$ cat src/rtl/smp_mem_responder.sv
// ---------------------------------------------------------------------------
// smp_mem_responder
//
// Memory-side target of the simple microprocessor bus four-phase req/ack
// handshake. It holds a byte-wide synchronous RAM and inserts WAIT_STATES
// wait cycles before acknowledging. Accesses whose address lies above the
// implemented range are flagged with err. It also keeps a wrapping count of
// completed accesses for debug display.
//
// Ports:
//   clock        in   system clock, all state changes on the rising edge
//   reset        in   synchronous active-high reset (memory is not cleared)
//   req          in   request from initiator, held high until ack is seen
//   we           in   1 = write, 0 = read, sampled with req
//   addr         in   byte address, sampled with req
//   wdata        in   write data, sampled with req
//   rdata        out  read data (write data echoed on writes), valid with ack
//   ack          out  access complete, held until req is sampled low
//   err          out  address out of range, valid with ack
//   busy         out  FSM not idle
//   access_count out  completed accesses, wraps from all-ones to zero
// ---------------------------------------------------------------------------
module smp_mem_responder #(
    parameter int ADDR_WIDTH  = 16,
    parameter int DATA_WIDTH  = 8,
    parameter int MEM_AW      = 8,
    parameter int WAIT_STATES = 2,
    parameter int COUNT_WIDTH = 16
) (
    input  logic                   clock,
    input  logic                   reset,
    input  logic                   req,
    input  logic                   we,
    input  logic [ADDR_WIDTH-1:0]  addr,
    input  logic [DATA_WIDTH-1:0]  wdata,
    output logic [DATA_WIDTH-1:0]  rdata,
    output logic                   ack,
    output logic                   err,
    output logic                   busy,
    output logic [COUNT_WIDTH-1:0] access_count
);

    localparam int DEPTH = 2 ** MEM_AW;

    typedef enum logic [1:0] {
        IDLE = 2'd0,
        WAIT = 2'd1,
        ACK  = 2'd2
    } state_t;

    state_t state;
    state_t state_nxt;

    // Holds WAIT_STATES+1 (up to 16) so the access lands on edge
    // N+1+WAIT_STATES after the request is accepted on edge N.
    logic [4:0]            wait_cnt;

    logic [ADDR_WIDTH-1:0] lat_addr;
    logic                  lat_we;
    logic [DATA_WIDTH-1:0] lat_wdata;

    logic [DATA_WIDTH-1:0] mem [DEPTH];

    logic                  in_range;
    logic                  do_access;
    logic                  mem_we;
    logic [MEM_AW-1:0]     mem_idx;

    // Upper address bits only participate in the range check.
    assign in_range = ~|(lat_addr >> MEM_AW);
    assign mem_idx  = lat_addr[MEM_AW-1:0];
    assign busy     = (state != IDLE);

    // A reset arriving on the access edge discards the pending write.
    assign mem_we   = do_access && lat_we && in_range && !reset;

    // Next-state decode
    always_comb begin
        state_nxt = state;
        do_access = 1'b0;
        case (state)
            IDLE: begin
                if (req) begin
                    state_nxt = WAIT;
                end
            end
            WAIT: begin
                if (wait_cnt == 5'd1) begin
                    do_access = 1'b1;
                    state_nxt = ACK;
                end
            end
            ACK: begin
                if (!req) begin
                    state_nxt = IDLE;
                end
            end
            default: begin
                state_nxt = IDLE;
            end
        endcase
    end

    // Control and response registers
    always_ff @(posedge clock) begin
        if (reset) begin
            state        <= IDLE;
            wait_cnt     <= '0;
            ack          <= 1'b0;
            err          <= 1'b0;
            rdata        <= '0;
            access_count <= '0;
        end else begin
            state <= state_nxt;

            if (state == IDLE && req) begin
                wait_cnt <= 5'(WAIT_STATES + 1);
            end else if (state == WAIT) begin
                wait_cnt <= wait_cnt - 5'd1;
            end

            if (do_access) begin
                ack          <= 1'b1;
                err          <= !in_range;
                access_count <= access_count + COUNT_WIDTH'(1);
                if (!in_range) begin
                    rdata <= '0;
                end else if (lat_we) begin
                    rdata <= lat_wdata;
                end else begin
                    rdata <= mem[mem_idx];
                end
            end else if (state == ACK && !req) begin
                // rdata intentionally keeps its last value
                ack <= 1'b0;
                err <= 1'b0;
            end
        end
    end

    // Request capture: the access always uses these, so inputs may change
    // (or req may drop) freely once the request has been accepted.
    always_ff @(posedge clock) begin
        if (state == IDLE && req) begin
            lat_addr  <= addr;
            lat_we    <= we;
            lat_wdata <= wdata;
        end
    end

    // RAM write port, no reset so contents survive reset
    always_ff @(posedge clock) begin
        if (mem_we) begin
            mem[mem_idx] <= lat_wdata;
        end
    end

endmodule

$ cat config.mk
export PLATFORM = sky130hd
export DESIGN_NAME = smp_mem_responder
export DESIGN_NICKNAME = d
export VERILOG_FILES = /design/src/rtl/smp_mem_responder.sv
export SDC_FILE = /design/constraint.sdc
export NUM_CORES = 2
export LEC_CHECK = 0
export ABC_AREA = 1
export BUFFER_PORTS_ARGS = -buffer_cell sky130_fd_sc_hd__buf_2
export CAP_MARGIN = 20
export CELL_PAD_IN_SITES_DETAIL_PLACEMENT = 0
export CELL_PAD_IN_SITES_GLOBAL_PLACEMENT = 1
export CORE_ASPECT_RATIO = 1.75
export CORE_MARGIN = 3
export CORE_UTILIZATION = 40
export DETAILED_ROUTE_END_ITERATION = 8
export GPL_TIMING_DRIVEN = 0
export PLACE_DENSITY_LB_ADDON = 0.25
export SETUP_SLACK_MARGIN = 0.02
export SLEW_MARGIN = 20
export SYNTH_ARGS = -nofsm -noshare
export SYNTH_HDL_FRONTEND = slang
export SYNTH_SLANG_ARGS = --single-unit
export TNS_END_PERCENT = 30
$ cat constraint.sdc
create_clock -name clock -period 4.21 [get_ports clock]
set_input_delay 0.842 -clock clock [delete_from_list [all_inputs] [get_ports clock]]
set_output_delay 0.842 -clock clock [all_outputs]
set_load 0.1 [all_outputs]
Word-level counts from Yosys, hierarchy flattened

Memory sizes are Yosys's and may differ from the RTL's. A register that Yosys moved wholly into a read port is not among the register bits.
Index checks and enable logic that the tools add are counted.

Reduce and logical (&&, ||, !) cells: 15
Multiplexer cells: 16
Divide/modulo/power cells: 0
Multiply operators: 0
$add $sub $neg: 2
Order comparisons: 0
Shift operators: 0
Bitwise operators: 0
Eq/ne operators: 6

Operator list:

| operator                                                              | count |
|---|---|
| 8-bit 2-to-1 mux                                                      | 3 |
| 16-bit by 1-bit adder with 16-bit output, second input constant       | 1 |
| 2-bit 2-to-1 mux                                                      | 5 |
| 8-bit OR reduction                                                    | 1 |
| 1-bit 2-to-1 mux                                                      | 7 |
| 2-bit != test, second input constant                                  | 3 |
| 2-bit case mux with 3 select lines                                    | 1 |
| 2-bit nonzero test                                                    | 3 |
| 5-bit by 1-bit equality test with 1-bit output, second input constant | 1 |
| 1-bit logical AND                                                     | 5 |
| 5-bit by 1-bit subtractor with 5-bit output, second input constant    | 1 |
| 1-bit zero test                                                       | 3 |
| 3-bit AND reduction                                                   | 1 |
| 2-bit by 1-bit equality test with 1-bit output, second input constant | 1 |
| 2-bit equality test, second input constant                            | 1 |
| 2-bit zero test                                                       | 1 |
| 2-bit OR reduction                                                    | 1 |

RAM bits: 2048
Input port bits: 28
Output and inout port bits: 27
Flip-flop bits (word level): 58
Word-level logic and storage cells: 50
Memory bits (read-only): 0
Memories: 1
Latch bits: 0

Memory list:

| name | depth | bits a word | rd ports | clocked after Yosys merged registers in | wr ports | RTL line | text |
|---|---|---|---|---|---|---|---|
| mem  | 256   | 8           | 1        | 1                                       | 1        | 62       | `logic [DATA_WIDTH-1:0] mem [DEPTH];` |

Depth between registers and ports, before layout

Depth after elaboration: 8
Mapped depth: 17
Depth with buffers taken out: 14

Worst setup path after synthesis

Ideal clock, no wire load.

Path type: reg-to-reg
Start point: reg lat_wdata[0]
End point: mem mem[0][0] (data pin)
Slack: 146 ps
Required time: 3389 ps
Arrival time: 3243 ps
Cell stages (with the launch flop): 1
Period minus slack after synthesis: 4064 ps
Library setup time: 821 ps
Buffers on the path: 0
Path through: edfxtp_1

RTL lines:

| what                   | RTL line | text |
|---|---|---|
| start, declared        | 60       | `logic [DATA_WIDTH-1:0] lat_wdata;` |
| start signal, assigned | 147      | `lat_wdata <= wdata;` |
| end, declared          | 62       |  |

No word-level cell before the write port.

Final worst setup path

Start point: reg wait_cnt[1]
End point: mem mem[91][0], enable pin

Cells in the longest elaborated chain, start to end: 8

Ends and longest elaborated chain:

| what                                           | RTL line | text |
|---|---|---|
| start, declared                                | 56       | `logic [4:0] wait_cnt;` |
| start signal, assigned                         | 117      | `wait_cnt <= 5'(WAIT_STATES + 1);` |
| start signal, assigned                         | 119      | `wait_cnt <= wait_cnt - 5'd1;` |
| 5-bit by 1-bit equality test with 1-bit output | 88       | `if (wait_cnt == 5'd1) begin` |
| 1-bit 2-to-1 mux                               | 88       |  |
| 1-bit 2-to-1 mux                               | 81       | `case (state)` |
| 1-bit logical AND (3 in a row)                 | 75       | `assign mem_we = do_access && lat_we && in_range && !reset;` |
| 1-bit 2-to-1 mux                               | 153      | `if (mem_we) begin` |
| 1-bit 2-to-1 mux (not written as such)         | 154      | `mem[mem_idx] <= lat_wdata;` |

Every way passes these cells.

==> metrics.md <==
| Metric | Value |
|---|---|
| WHS | roughly 0.20 ns |
| # DRC | 0 |
| Detailed Place HPWL | 241000 um |
| Setup ws final | -0.0797 ns |
| Post-Route WL | between 300000 and 400000 um |
| Die Span X | 355 um |
| Slowest stage delay, CP | 0.77 ns |
| Detail Route Antenna Nets | 0 |
| Asr flop ratio synth | 0% |
| Failing checks | negative setup slack |
| Row count | approximately 220 |
| Core Box Area | roughly 0.21 mm^2 |
| I/O Pins | 55 |
| Cells after Synth | 7222 |
| Share of layout cells above drive strength 1 | roughly a tenth |
| Met3 track demand over resource | around 4.4% |
| Crit-path slowest cell | nor2_1 |
| Fillers | 19500 |
| Slew margin rel. | between 10% and 20% |
| Endpoints failing hold | 0 |
| Count leader, synth | nand2_1 |
| Syn_nets | between 7000 and 8000 |
| Clock Latency Late Sink | approximately 0.84 ns |
| Post-synth EDFFs | between 2000 and 2500 |
| CP cell instances | inv_1 > ha_1 > nand3_2 > nor2_4 > nand3_4 > nor3_4 > inv_2 > nor3_2 > nand2_1 > clkbuf_1 > nor2_1 |
| Clock Pin Slew Worst Setup and Hold Paths | 0.07 ns |
| M1 GR Usage | approximately 32% |
| Clock sinks | 2114 |
| Stages on the worst setup path | 11 |
| Initial Utilization | 40.4% |
| Iter 0 DRT Violations | 6759 |
| Post-synth cell types | 31 |
| Num CTS Buffers | between 150 and 200 |
| WP buf/inv | 3 |
| WHS Path Cells | 1 |
| H-tree depth | 4 |
| First-pass GRT wire length | approximately 450000 um |
| Area contributors post-synth | edfxtp_1 (73%), nand3_1 (12%), nand2_1 (9.5%) |
| Fin crit period | between 4 and 5 ns |
| Max Cap Viol | 0 |
| Post-synth top area share | 72.9% |
| Leak pwr | roughly 34 nW |
| Status | finished with violations |
| Pin count of the biggest net entering global routing | 35 |
| RSZ-0062 raised after global routing | yes |
| Layout area overhead | 14.8% |
| Peak supply drop | just under 0.0004 V |
| Ys flop type | edfxtp_1 |
| Worst Hold Class | in -> reg |
| Max frequency | ~230 MHz |
| CTS hold repair buffers | 0 |
| Commonest cells post-synth | nand2_1 (2155), edfxtp_1 (2073), nand3_1 (2029) |
| CP Class | reg -> reg |
| Post-Syn Area per Cell | roughly 12 um^2 |
| Startpoint types | flip-flop |
| IO buf count | between 50 and 60 |
| Worst-Margin Slew | between 1 and 1.5 ns |
| Final Skew | 0.0441 ns |
| Slew Viols, Final | 0 |
| Vias per inst | 5.69 |
| Die Y | between 600 and 700 um |
| Worst EP required | approximately 4.7 ns |
| Vias in the first global route | ~58000 |
| Setup violations, final | 97 |
| Nets | 7646 |
| Dpl cells | 10200 |
| CTS root buf | clkbuf_16 |
| Gr ovfl total | 0 |
| Syn Std Cell Area | ~0.085 mm^2 |
| Global Route Usage Sum | slightly below 30% |
| CTS tree | built |
| Yosys Warn Count | 0 |
| Biggest area consumer among synthesized cells | edfxtp_1 |
| Top delay family on crit path | simple AND/OR/NAND/NOR gates |
| Top Usage Layer GRT | met2 |
| GR met2 Demand/Resource | 50.7% |
| Final GP Congestion | between 0.9 and 1 |
| Final worst path period share | 102% |
| Routed WL per cell | approximately 31 um |
| Seq/Total Area, Yosys | between 70% and 80% |
| Max clock buf depth | 4 |
| Power per Cell Area | roughly 500 mW/mm^2 |
| DIE AREA | roughly 0.22 mm^2 |
| First-pass DRT Iterations | 6 |
| R2R cell count | 11 |
| CP max FO | 10 |
| Register bit count reported by yosys | about 2100 |
| Worst Setup End Kind | flip-flop |
| CP arrival | between 4 and 5 ns |
| Initial antenna violation count | 15 |
| Fin cells | between 10000 and 15000 |
| Detailed-route via count | around 60000 |
[cell type report]
type / count / area, um^2 / area share [%]
sequential: 2114 / 63100 / 64.3
clock inverter: 116 / 1160 / 1.19
inverter: 51 / 191 / 0.195
tap: 2812 / 3520 / 3.59
multi-input combinational: 4570 / 20100 / 20.5
antenna: 9 / 22.5 / 0.0230
buffer: 487 / 2170 / 2.22
clock buffer: 218 / 4840 / 4.94
timing repair buffer: 204 / 2980 / 3.04
[report_power, final]
part / internal [mW] / total [mW] / switching (mW)
clock: 9.65 / 17.5 / 7.82
combinational: 1.89 / 8.16 / 6.27
sequential: 23.3 / 23.3 / 0.0474
[state kept, by name, summed over array words and instances, names as in the netlist, named ones only]
| name | flops |
|---|---|
| mem | 2048 |
| access_count | 16 |
| lat_addr | 16 |
| lat_wdata | 8 |
| rdata | 8 |
| wait_cnt | 5 |
| state | 2 |
| ack | 1 |
| err | 1 |
| lat_we | 1 |
[layout by cell type, fill, tap and decap left out, drive strengths merged, types with 9 or more instances in the layout]
master | Yosys | final
a21oi | 24 | 24
buf | 264 | 467
bufinv | 0 | 23
clkbuf | 223 | 441
clkinv | 2 | 81
clkinvlp | 0 | 9
dfxtp | 41 | 41
diode | 0 | 9
edfxtp | 2073 | 2073
inv | 49 | 54
nand2 | 2159 | 2159
nand3 | 2031 | 2031
nor2 | 301 | 301
nor3 | 15 | 15
o21ai | 21 | 21
[metal layers]
metal | wire, um | vias up
met5 | 55 | -
met4 | 30000 | 8
met3 | 22400 | 886
met2 | 162000 | 2950
met1 | 111000 | 29900
li1 | - | 26500
[worst register-to-register path, delay by kind of cell, from the launching register on]
family / cells / cell delay, ns
adders and majority gates: 1 / 0.16
buffers and inverters: 3 / 0.63
and+or+nand+nor: 7 / 2.77
DFF: 1 / 0.32
[stage by stage]
stage	worst slack [ns]	setup TNS [ns]	util, %	area, um^2	power [mW]
floorplan	0.146	0	-	85400	27.7
global placement	-5.51	-	42.2	89100	31.6
detailed placement	-0.172	-2.85	43.5	91900	31.8
CTS	-0.0354	-0.254	46.3	97900	48.9
global route	-0.130	-10.98	46.3	98000	50.0
finish	-0.0797	-3.73	46.3	98000	49.0
[cells by family after synthesis]
| family | Yosys count | synth area share (%) |
|---|---|---|
| fa+ha+maj | 3 | 0.0440 |
| buf+inv | 538 | 2.70 |
| compound gates | 46 | 0.271 |
| flops | 2114 | 73.9 |
| simple gates | 4518 | 23.1 |
| xor+xnor | 3 | 0.0308 |
[path summary, 6_finish.rpt]
path,startpoint,endpoint,slack [ns]
worst min register to register,access_count[15]$_SDFFE_PP0N_,access_count[15]$_SDFFE_PP0N_,0.46
worst max-delay path,wait_cnt[1]$_SDFFE_PP0P_,mem[91][0]$_DFFE_PP_,-0.08
worst min-delay path,wdata[6],lat_wdata[6]$_DFFE_PP_,0.20
worst max register to register,wait_cnt[1]$_SDFFE_PP0P_,mem[91][0]$_DFFE_PP_,-0.08
[timing repair]
action                     CTS  global route
setup endpoints to repair   86           311
buffers inserted             0             0
gates resized for setup      9            24
pin swaps                    0             0
hold endpoints to repair     0             0
No activity file was read; power rests on OpenSTA's default activity.
